==> config.mk <==
export PLATFORM = sky130hd
export DESIGN_NAME = fft_ctrl_dit
export DESIGN_NICKNAME = d
export VERILOG_FILES = /design/src/rtl/fft_pkg.sv /design/src/rtl/fft_ctrl_dit_valid_delay.sv /design/src/rtl/fft_ctrl_dit.sv
export SDC_FILE = /design/constraint.sdc
export NUM_CORES = 1
export LEC_CHECK = 0
export BUFFER_PORTS_ARGS = -buffer_cell sky130_fd_sc_hd__buf_4
export CAP_MARGIN = 20
export CORE_MARGIN = 2
export CORE_UTILIZATION = 45
export CTS_CLUSTER_DIAMETER = 150
export DETAILED_ROUTE_END_ITERATION = 6
export PLACE_DENSITY = 0.72
export SLEW_MARGIN = 20
export SYNTH_ARGS = -nofsm -noshare
export SYNTH_HDL_FRONTEND = slang
export SYNTH_SLANG_ARGS = --single-unit
==> constraint.sdc <==
create_clock -name clk -period 2.61 [get_ports clk]
set_clock_uncertainty 0.1 [all_clocks]
set_input_delay 0.6525 -clock clk [delete_from_list [all_inputs] [get_ports clk]]
set_output_delay 0.6525 -clock clk [all_outputs]
set_load 0.005 [all_outputs]
==> src/rtl/fft_pkg.sv <==
// Shared definitions for the shared-butterfly DIT FFT datapath.
// State codes are decoded by the downstream address generator.
package fft_pkg;

  typedef enum logic [1:0] {
    ST_LOAD   = 2'b00,
    ST_COMP   = 2'b01,
    ST_UNLOAD = 2'b10,
    ST_IDLE   = 2'b11
  } fft_state_e;

  localparam int FFT_AW = 13;
  localparam int N      = 2 ** FFT_AW;

  function automatic int fft_len(input int aw);
    return 1 << aw;
  endfunction

endpackage

==> src/rtl/fft_ctrl_dit_valid_delay.sv <==
// Fixed-depth strobe delay line matching the butterfly
// read-to-write latency; cleared by synchronous reset.
module valid_delay #(
  parameter int DEPTH = 3
) (
  input  logic clk,
  input  logic rst,
  input  logic d,
  output logic q
);

  logic [DEPTH-1:0] sr;

  always_ff @(posedge clk) begin
    if (rst) begin
      sr <= '0;
    end else begin
      sr[0] <= d;
      for (int i = 1; i < DEPTH; i++)
        sr[i] <= sr[i-1];
    end
  end

  assign q = sr[DEPTH-1];

endmodule

==> src/rtl/fft_ctrl_dit.sv <==
// Sequencer for the shared-butterfly DIT FFT: load N samples,
// run ADDR_WIDTH radix-2 stages, then stream the results out.
module fft_ctrl_dit
  import fft_pkg::*;
#(
  parameter int ADDR_WIDTH = FFT_AW,
  parameter int PIPE_LAT   = 3,
  localparam int SW = (ADDR_WIDTH > 1) ? $clog2(ADDR_WIDTH) : 1
) (
  input  logic                  clk,
  input  logic                  rst,
  input  logic                  start,
  input  logic                  in_valid,
  output logic                  in_ready,
  output logic                  out_valid,
  input  logic                  out_ready,
  output logic [1:0]            state,
  output logic [ADDR_WIDTH-1:0] count,
  output logic                  count_over,
  output logic [SW-1:0]         stage,
  output logic                  bf_en,
  output logic                  mem_we,
  output logic                  mem_re,
  output logic                  busy,
  output logic                  done
);

  localparam int LEN = fft_len(ADDR_WIDTH);
  localparam int DW  = $clog2(PIPE_LAT + 1);

  localparam logic [ADDR_WIDTH-1:0] CNT_LAST =
    ADDR_WIDTH'(LEN - 1);
  localparam logic [SW-1:0] STG_LAST = SW'(ADDR_WIDTH - 1);
  localparam logic [DW-1:0] DRN_LAST = DW'(PIPE_LAT - 1);

  fft_state_e            st_q;
  logic [ADDR_WIDTH-1:0] count_q;
  logic [SW-1:0]         stage_q;
  logic                  drain_q;
  logic [DW-1:0]         dcnt_q;
  logic                  last_q;
  logic                  ov_q;
  logic                  done_q;
  logic                  dly_we;

  logic at_last;
  logic ld_hs;
  logic bf_run;
  logic rd;
  logic out_hs;

  assign at_last = (count_q == CNT_LAST);
  assign ld_hs   = (st_q == ST_LOAD) & in_valid;
  assign bf_run  = (st_q == ST_COMP) & ~drain_q;
  assign rd      = (st_q == ST_UNLOAD)
                 & (out_ready | ~ov_q) & ~last_q;
  assign out_hs  = (st_q == ST_UNLOAD) & ov_q & out_ready;

  valid_delay #(
    .DEPTH (PIPE_LAT)
  ) u_we_dly (
    .clk (clk),
    .rst (rst),
    .d   (bf_run),
    .q   (dly_we)
  );

  assign state      = st_q;
  assign count      = count_q;
  assign stage      = stage_q;
  assign in_ready   = (st_q == ST_LOAD);
  assign out_valid  = ov_q;
  assign bf_en      = bf_run;
  assign mem_re     = rd;
  assign busy       = (st_q != ST_IDLE);
  assign done       = done_q;
  assign count_over = (ld_hs | bf_run | rd) & at_last;
  assign mem_we     = ld_hs | ((st_q == ST_COMP) & dly_we);

  always_ff @(posedge clk) begin
    if (rst) begin
      st_q    <= ST_IDLE;
      count_q <= '0;
      stage_q <= '0;
      drain_q <= 1'b0;
      dcnt_q  <= '0;
      last_q  <= 1'b0;
      ov_q    <= 1'b0;
      done_q  <= 1'b0;
    end else begin
      done_q <= 1'b0;
      unique case (st_q)
        ST_IDLE: begin
          if (start) begin
            st_q    <= ST_LOAD;
            count_q <= '0;
          end
        end
        ST_LOAD: begin
          if (ld_hs) begin
            if (at_last) begin
              st_q    <= ST_COMP;
              count_q <= '0;
              stage_q <= '0;
              drain_q <= 1'b0;
            end else begin
              count_q <= count_q + 1'b1;
            end
          end
        end
        ST_COMP: begin
          if (!drain_q) begin
            if (at_last) begin
              count_q <= '0;
              drain_q <= 1'b1;
              dcnt_q  <= '0;
            end else begin
              count_q <= count_q + 1'b1;
            end
          end else if (dcnt_q == DRN_LAST) begin
            // all writes of this stage have landed
            drain_q <= 1'b0;
            if (stage_q == STG_LAST) begin
              st_q   <= ST_UNLOAD;
              last_q <= 1'b0;
              ov_q   <= 1'b0;
            end else begin
              stage_q <= stage_q + 1'b1;
            end
          end else begin
            dcnt_q <= dcnt_q + 1'b1;
          end
        end
        ST_UNLOAD: begin
          if (rd) begin
            if (at_last) begin
              count_q <= '0;
              last_q  <= 1'b1;
            end else begin
              count_q <= count_q + 1'b1;
            end
          end
          if (rd)
            ov_q <= 1'b1;
          else if (out_ready)
            ov_q <= 1'b0;
          // any handshake after the final read is the last sample
          if (out_hs && last_q) begin
            st_q   <= ST_IDLE;
            done_q <= 1'b1;
            ov_q   <= 1'b0;
            last_q <= 1'b0;
          end
        end
        default: ;
      endcase
    end
  end

endmodule

==> impl_metrics.tcl, run 1 <==
set metrics [dict create \
    final_area_sq_mm 0.00190 \
    syn_area_sq_mm 0.00158 \
    fin_total_pwr_mw 1.39 \
    synth-simple-area-share 0.309 \
    die_h_um 63.3 \
    drive_gt1_frac 0.210 \
    numCtsBuffers 3 \
    grt_pass1_wl_um 6270 \
    rows 21 \
    grt_max_degree 32 \
    synth_compound_area_frac 0.218 \
    crit_chain "inv_1 > ha_1 > nor2b_1 > o31a_1 > buf_4" \
    regToRegStartpoint "state[0]" \
    syn_avg_cell_area_sq_um 7.95 \
    wl_per_cell_um 13.5 \
    hp-class "reg -> reg" \
    synth-async-reset-ratio 0 \
    clkTransAtPathRegs_ns 0.14 \
    fin_crit_sh 0.954 \
    core_sq_mm 0.00336 \
    r2r-end "count[2]" \
    max_stage_delay_ns 0.42 \
    die_area_sq_mm 0.00400 \
    slew_viol_final 0 \
    regArea_sq_um 564 \
    syn_nets 212 \
    portBuffers 31 \
    synth_cell_types 48 \
    fmax_mhz 402 \
    r2r_setup_slack_ns 0.42 \
    ys_seq_elements 28 \
    place_area_sq_mm 0.00187 \
    yosys_warnings 0 \
    root_buffer "clkbuf_4" \
    drt_iter0_drc 117 \
    finalSetupTns_ns 0 \
    yosys.area.top_type "dfxtp_1" \
    power_switching_share 0.407 \
    drv_cap 0 \
    timing_worst_setup_path_type "reg -> out" \
    initial_core_util 0.470 \
    crit_buf_inv 2 \
    holdPathStages 1 \
    seqPwrFrac 0.367 \
    path_delay_family "flip-flops" \
    min_from "u_we_dly.sr[0]" \
    syn_to_final_growth_pct 20.1 \
    synth_mux_area_frac 0.0134 \
    period_minus_slack_ns 2.49 \
    synth-adder-area-share 0.0633 \
    cp-start-kind "register" \
    gp_congestion 0.905 \
    peakVddDrop_mv 0.509 \
    outcome "finished, final reports clean" \
    clk_latency_ns 0.32 \
    die_w_um 63.3 \
    drt_wl_total_um 3710 \
    power_leakage_nw 0.748 \
    vias_per_cell 5.64 \
    arrival_ns 1.74 \
    io_pins 32 \
    pwr-share-clk 0.126 \
    syn_inst 199 \
    setup_viol 0 \
    dpl.cell_count 272 \
    num-nets-final 244 \
    maxSlewHeadroom 0.666 \
    worstPathMaxFanout 10 \
    pwr_density_cell_mw_per_mm2 730 \
    vias 1552 \
    multi_input_comb_area_sq_um 970 \
    antennaDiodeCount 0 \
    synthFlopType "dfxtp_1" \
    htreeDepth 1 \
    crit_required_ns 1.86 \
    cts.sinks 28 \
    synth_top_area_share 0.354 \
    finalHoldViolCount 0 \
    min_to "u_we_dly.sr[1]" \
    r2r_cells 6 \
    intPower_mw 0.822 \
    netlist_top_cells_area "dfxtp_1 (35%), ha_1 (6.3%), nand3_1 (5.4%)" \
    ctsHoldBuffers 0 \
    drcViolationCount 0 \
    synth_top_family_by_area "simple AND/OR/NAND/NOR gates" \
    fillerInstances 348 \
    fin_cells 275 \
    antenna_found_initial 0 \
    synth-seq-area-share 0.354 \
    dp_hpwl_um 2690 \
    cp_slowest_cell "dfxtp_1" \
    grt_use_total 0.191 \
    clockBufferDepth 2 \
    synth_edf_count 0 \
    synth_xor_area_frac 0.00554 \
    switchingPower_mw 0.565 \
    grt_pass1_vias 1355 \
    firstDrtPassIters 4 \
    cts_tree "built" \
    cp-end-kind "output port" \
    grt_overflow_total 0 \
    drtAntennaViolNets 0 \
    tightest_slew_ns 0.501 \
    rsz0062_at_grt "no" \
    share_comb_of_total_power 0.507 \
]
-- layer usage --
layer / vias to the layer above / GRT usage / routed length, um
met5: - / 0 / 0
met3: 4 / 0.0429 / 224
met4: 0 / 0.0543 / 33
met2: 39 / 0.291 / 1710
met1: 718 / 0.270 / 1750
li1: 791 / - / -
-- metrics by stage --
| step | hold WS (ns) | util | worst slack, ns |
|---|---|---|---|
| after floorplan | 0.314 | - | 0.487 |
| after global placement | 0.324 | 0.555 | 0.427 |
| after detailed placement | 0.328 | 0.555 | 0.409 |
| after CTS | 0.361 | 0.562 | 0.0668 |
| after global routing | 0.375 | 0.565 | 0.000805 |
| final | 0.359 | 0.565 | 0.121 |
-- synth_stat cells, drive strengths merged (2+ instances only) --
cell type,count
dfxtp,28
nand2,19
nor2,18
nand3,17
o21ai,13
a21oi,11
ha,8
inv,8
clkbuf,6
a31oi,5
nand2b,5
nand4,5
nor2b,5
nor3,5
a22oi,4
or3,4
and2,3
nor3b,3
a21o,2
nand4b,2
nor4,2
o211ai,2
o21a,2
o31a,2
o31ai,2
-- worst max path at each step --
stage	slack [ns]	end	start	depth (start not counted)
6_report	0.12	count_over	state[1]	5
3_5_place_dp	0.41	count_over	out_ready	5
2_1_floorplan	0.49	count_over	count[0]	4
3_3_place_gp	0.43	count_over	out_ready	5
4_1_cts	0.07	count_over	count[0]	6
5_1_grt	0.0008	count_over	state[1]	5
-- cells by family (layout without fill, tap and decap cells) --
kind of cell             Yosys count  count (layout)
AND/OR/NAND/NOR                   93              93
AO/OA/AOI/OAI                     52              52
flip-flops                        28              28
buffers and inverters             15              45
adder cells (fa/ha/maj)            8               8
multiplexers                       2               2
XOR/XNOR                           1               1
-- cell usage in the layout, fill, tap and decap left out, types with 2 or more instances in the layout --
cell	synthesis	layout
nand2b_1	5	5
clkbuf_4	0	3
nor2b_1	5	5
nor3_1	5	5
o31ai_1	2	2
dfxtp_1	28	25
nor2_1	18	18
o21a_1	2	2
or3_1	4	4
nand4_2	2	2
nand3_1	17	17
nor3b_1	3	2
buf_4	0	34
o21ai_0	12	12
and2_1	2	2
nand2_1	19	19
nand4_1	3	3
a21oi_1	11	11
a22oi_1	4	4
dfxtp_2	0	3
inv_1	8	8
a31oi_1	5	5
nand4b_1	2	2
o211ai_1	2	2
nor4_1	2	2
ha_1	8	8
-- power groups by stage --
stage / Clock (mW) / Sequential, mW / Combinational [mW]
floorplan: 0 / 0.511 / 0.463
global placement: 0 / 0.514 / 0.690
detailed placement: 0 / 0.515 / 0.694
CTS: 0.182 / 0.505 / 0.696
global route: 0.206 / 0.516 / 0.779
finish: 0.174 / 0.509 / 0.703
-- timing repair --
action / 4_1_cts / 5_1_grt
resized for setup: 0 / 4
setup buffers: 0 / 0
endpoints found under the setup margin: 0 / 1
-- sequential cells by signal, indices dropped and copies added, names as in the netlist --
signal       count
state            2
stage            4
u_we_dly.sr      3
dcnt_q           2
count           13
last_q           1
drain_q          1
done             1
out_valid        1
-- worst reg2reg max path, delay by kind of cell, from the launching register on --
| kind | cells | cell delay (ns) |
|---|---|---|
| fa+ha+maj | 1 | 0.37 |
| buf+inv | 1 | 0.20 |
| flops | 1 | 0.37 |
| simple gates | 2 | 0.74 |
| compound gates | 2 | 0.36 |
-- layout make-up --
class                   count  share of cell area
clock buffers               3              0.0119
inverters                   8              0.0158
multi-input cells         156               0.511
flip-flops and latches     28               0.297
well taps                  46              0.0303
repair buffers             34               0.134
Power figures use the tool's default switching activity.
==> inputs of run 2 (changes only) <==
ABC_AREA = 1   (was unset)
PLACE_DENSITY = 0.75   (was 0.72)
clock period = 2.2 ns   (was 2.61 ns; I/O delays follow)
==> impl_metrics.tcl, run 2 <==
set metrics [dict create \
    cp-start-kind "register" \
    clockBufferDepth 2 \
    grt_overflow_total 0 \
    layout_commonest_cell "nand2_1" \
    drcViolationCount 0 \
    antennaDiodeCount 0 \
    finalHoldViolCount 0 \
    min_to "u_we_dly.sr[2]" \
    crit_required_ns 1.55 \
    syn_nets 257 \
    ctsHoldBuffers 0 \
    tightest_slew_ns 0.384 \
    initial_core_util 0.478 \
    syn_area_sq_mm 0.00163 \
    grt_max_degree 18 \
    timing_worst_setup_path_type "reg -> out" \
    power_leakage_nw 0.920 \
    syn_avg_cell_area_sq_um 6.69 \
    die_w_um 64.2 \
    vias_per_cell 5.01 \
    r2r_setup_slack_ns 0.30 \
    cts_tree "built" \
    portBuffers 31 \
    regToRegStartpoint "state[0]" \
    wl_per_cell_um 11.3 \
    worstSetupStartpoint "state[1]" \
    slew_viol_final 0 \
    maxSlewHeadroom 0.744 \
    holdPathStages 2 \
    r2r_cells 10 \
    grt_pass1_wl_um 6400 \
    fmax_mhz 468 \
    synth_edf_count 0 \
    final_area_sq_mm 0.00203 \
    hp-class "reg -> reg" \
    fin_total_pwr_mw 1.86 \
    clk_latency_ns 0.34 \
    core_sq_mm 0.00342 \
    yosys.area.top_type "dfxtp_1" \
    synth-seq-area-share 0.344 \
    htreeDepth 1 \
    min_from "u_we_dly.sr[1]" \
    die_area_sq_mm 0.00412 \
    outcome "finished, final reports clean" \
    setup_viol 0 \
    synthFlopType "dfxtp_1" \
    die_h_um 64.2 \
    holdWs_ns 0.317 \
    antenna_found_initial 0 \
    period_minus_slack_ns 2.14 \
    pwr_density_cell_mw_per_mm2 915 \
    syn_inst 244 \
    synth-async-reset-ratio 0 \
    dpl.cell_count 321 \
    drt_wl_total_um 3690 \
    worstPathMaxFanout 5 \
    synth_top_area_share 0.344 \
    largest_reg_flops 13 \
    synth_cell_types 26 \
    grt_use_total 0.192 \
    ys_seq_elements 28 \
    num-nets-final 295 \
    yosysMostFrequentCell "nand2_1" \
    gp_congestion 0.878 \
    firstDrtPassIters 4 \
    rows 21 \
    io_pins 32 \
    postLayoutCoreUtil 0.595 \
    place_area_sq_mm 0.00192 \
    r2r-end "count[11]" \
    syn_to_final_growth_pct 24.5 \
    clkTransAtPathRegs_ns 0.17 \
    arrival_ns 1.49 \
    cts.sinks 28 \
    dp_hpwl_um 2760 \
    numCtsBuffers 3 \
    root_buffer "clkbuf_4" \
    grt_pass1_vias 1474 \
    yosys_warnings 0 \
    vias 1637 \
    peakVddDrop_mv 0.584 \
    drive_gt1_frac 0.246 \
    drv_cap 0 \
    drtAntennaViolNets 0 \
    fin_crit_sh 0.971 \
    rsz0062_at_grt "yes" \
    drt_iter0_drc 107 \
    netlist_top_cells_area "dfxtp_1 (34%), nand2_1 (12%), nand3_1 (8.6%)" \
    synth_common_cells "nand2_1 (53), inv_1 (36), nor2_1 (32), dfxtp_1 (28), nand3_1 (28)" \
    fin_cells 327 \
    cp-end-kind "output port" \
    layout_common_cells "nand2_1 (53), buf_4 (36), inv_1 (35)" \
]
run 2: logic make-up (layout without fill, tap and decap cells):
| group | Yosys count | count (layout) | synth area share |
|---|---|---|---|
| buffers and inverters | 42 | 79 | 0.106 |
| xor gates and xnor gates | 2 | 2 | 0.0107 |
| and+or+nand+nor | 135 | 135 | 0.381 |
| adders and majority gates | 8 | 8 | 0.0614 |
| DFF | 28 | 28 | 0.344 |
| AOI/OAI and AO/OA | 29 | 29 | 0.0974 |
run 2: power by group:
group          internal, mW  switching, mW  total, mW
Sequential            0.581         0.0730      0.654
Combinational         0.332          0.525      0.857
Clock                 0.184          0.163      0.347
Total                  1.10          0.761       1.86
run 2: metal layers:
layer | vias to the layer above | wire, um | GRT usage
met1 | 737 | 1750 | 0.261
met3 | 4 | 183 | 0.0299
met2 | 43 | 1730 | 0.318
met4 | 0 | 35 | 0.0479
li1 | 853 | - | -
met5 | - | 0 | 0
run 2: through the flow:
stage | TNS [ns] | setup slack (ns)
4_1_cts | 0 | 0.0225
6_report | 0 | 0.0632
5_1_grt | -0.0281 | -0.0247
3_5_place_dp | 0 | 0.230
3_3_place_gp | 0 | 0.280
2_1_floorplan | 0 | 0.409
run 2: area by class of cell:
type | count | area (sq um)
Clock inverter | 1 | 30.0
Sequential cell | 28 | 571
Clock buffer | 3 | 22.5
Multi-Input combinational cell | 174 | 933
Tap cell | 46 | 57.6
Inverter | 39 | 146
Fill cell | 347 | 1390
Timing Repair Buffer | 36 | 270
run 2: worst max-delay path by stage:
stage,end,depth (start not counted)
2_1_floorplan,count_over,7
3_3_place_gp,count_over,6
3_5_place_dp,count_over,7
4_1_cts,count_over,5
5_1_grt,count_over,7
6_report,count_over,7
run 2: repair_timing:
action | in CTS | in global routing
pin swaps | 2 | 0
gates resized for setup | 10 | 6
setup endpoints to repair | 2 | 3
setup buffers | 1 | 1
run 2: critical path, stage by stage, from the launching register on:
cell and delay (ns):
dfxtp_4 0.40, inv_2 0.08, ha_4 0.14, inv_1 0.06, nor2_2 0.15, a21oi_2 0.05
a21oi_2 0.14, buf_4 0.12
==> inputs of run 3 (changes only) <==
CELL_PAD_IN_SITES_DETAIL_PLACEMENT = 1   (was unset)
CELL_PAD_IN_SITES_GLOBAL_PLACEMENT = 1   (was unset)
CORE_UTILIZATION = 34   (was 45)
PLACE_DENSITY = 0.79   (was 0.75)
==> impl_metrics.tcl, run 3 (synthesis results as in run 2) <==
set metrics [dict create \
    syn_to_final_growth_pct 23.5 \
    drcViolationCount 0 \
    clkTransAtPathRegs_ns 0.10 \
    io_pins 32 \
    holdWs_ns 0.305 \
    clk_latency_ns 0.28 \
    portBuffers 31 \
    timing_worst_setup_path_type "reg -> out" \
    pwr_density_cell_mw_per_mm2 903 \
    tightest_slew_ns 0.410 \
    grt_overflow_total 0 \
    firstDrtPassIters 4 \
    initial_core_util 0.350 \
    power_leakage_nw 0.919 \
    gp_congestion 0.779 \
    numCtsBuffers 3 \
    cp-start-kind "register" \
    layout_commonest_cell "nand2_1" \
    antennaDiodeCount 0 \
    grt_pass1_vias 1632 \
    fmax_mhz 469 \
    cts_tree "built" \
    rows 25 \
    peakVddDrop_mv 0.398 \
    outcome "finished, final reports clean" \
    vias_per_cell 4.94 \
    grt_max_degree 18 \
    drv_cap 0 \
    fin_total_pwr_mw 1.82 \
    drtAntennaViolNets 0 \
    layout_common_cells "nand2_1 (53), buf_4 (37), inv_1 (36)" \
    maxSlewHeadroom 0.726 \
    vias 1656 \
    fin_cells 335 \
    drt_iter0_drc 99 \
    period_minus_slack_ns 2.13 \
    arrival_ns 1.48 \
    grt_use_total 0.174 \
    clockBufferDepth 2 \
    hp-class "reg -> reg" \
    fin_crit_sh 0.970 \
    die_h_um 73.3 \
    cp-end-kind "output port" \
    core_sq_mm 0.00466 \
    drive_gt1_frac 0.231 \
    antenna_found_initial 0 \
    worstPathMaxFanout 5 \
    drt_wl_total_um 4490 \
    dp_hpwl_um 3440 \
    cts.sinks 28 \
    setup_viol 0 \
    finalHoldViolCount 0 \
    ctsHoldBuffers 0 \
    fillerInstances 632 \
    largest_reg_flops 13 \
    htreeDepth 1 \
    die_area_sq_mm 0.00537 \
    die_w_um 73.3 \
    grt_pass1_wl_um 7420 \
    crit_required_ns 1.55 \
    root_buffer "clkbuf_8" \
    num-nets-final 296 \
    wl_per_cell_um 13.4 \
    slew_viol_final 0 \
    dpl.cell_count 330 \
]
## run 3: changes by cell type in the layout (fill, tap and decap cells not counted), sizes merged
cell / previous run / this run
bufinv: 1 / 0
buf: 36 / 37
## run 3: per-layer routing
metal | share of wire | vias to the layer above | GRT usage
li1 | - | 852 | -
met1 | 0.49 | 777 | 0.234
met2 | 0.47 | 20 | 0.294
met3 | 0.024 | 7 | 0.0206
met4 | 0.011 | 0 | 0.0432
met5 | 0 | - | 0
## run 3: final cells by class
type | instances | area (sq um) | area share
inverters | 39 | 146 | 0.0726
flip-flops and latches | 28 | 566 | 0.281
clock buffers | 3 | 41.3 | 0.0205
well taps | 54 | 67.6 | 0.0335
repair buffers | 37 | 278 | 0.138
multi-input cells | 174 | 917 | 0.455
## run 3: per-stage QoR
step	setup WS [ns]	instance area, sq um	setup TNS (ns)	util
3_5_place_dp	0.233	1940	0	0.415
3_3_place_gp	0.270	1940	0	0.415
6_report	0.0668	2020	0	0.432
2_1_floorplan	0.409	1630	0	-
5_1_grt	-0.0354	2020	-0.0354	0.432
4_1_cts	0.00728	1980	0	0.425
## run 3: final timing paths
path                   from        endpoint  slack [ns]  cells past startpoint
max                state[1]      count_over        0.07                      7
min          u_we_dly.sr[1]  u_we_dly.sr[2]        0.31                      2
max reg2reg        state[0]       count[11]        0.25                     10
min reg2reg  u_we_dly.sr[1]  u_we_dly.sr[2]        0.31                      2
## run 3: what timing repair did
action | CTS | global route
setup buffers | 0 | 2
hold endpoints to repair | 0 | 0
gates resized for setup | 3 | 7
setup endpoints to repair | 1 | 1
## run 3: where the power goes
part / leakage (nW) / switching (mW) / total [mW] / internal, mW
Combinational: 0.670 / 0.553 / 0.879 / 0.326
Clock: 0.0216 / 0.167 / 0.291 / 0.123
Sequential: 0.227 / 0.0744 / 0.650 / 0.576
Total: 0.919 / 0.794 / 1.82 / 1.02
## run 3: critical path, cell delays in order, from the launching register on
cell     delay, ns
dfxtp_2       0.39
inv_1         0.08
ha_2          0.19
inv_1         0.12
nor2_4        0.05
a21oi_2       0.14
a21oi_1       0.09
buf_4         0.14
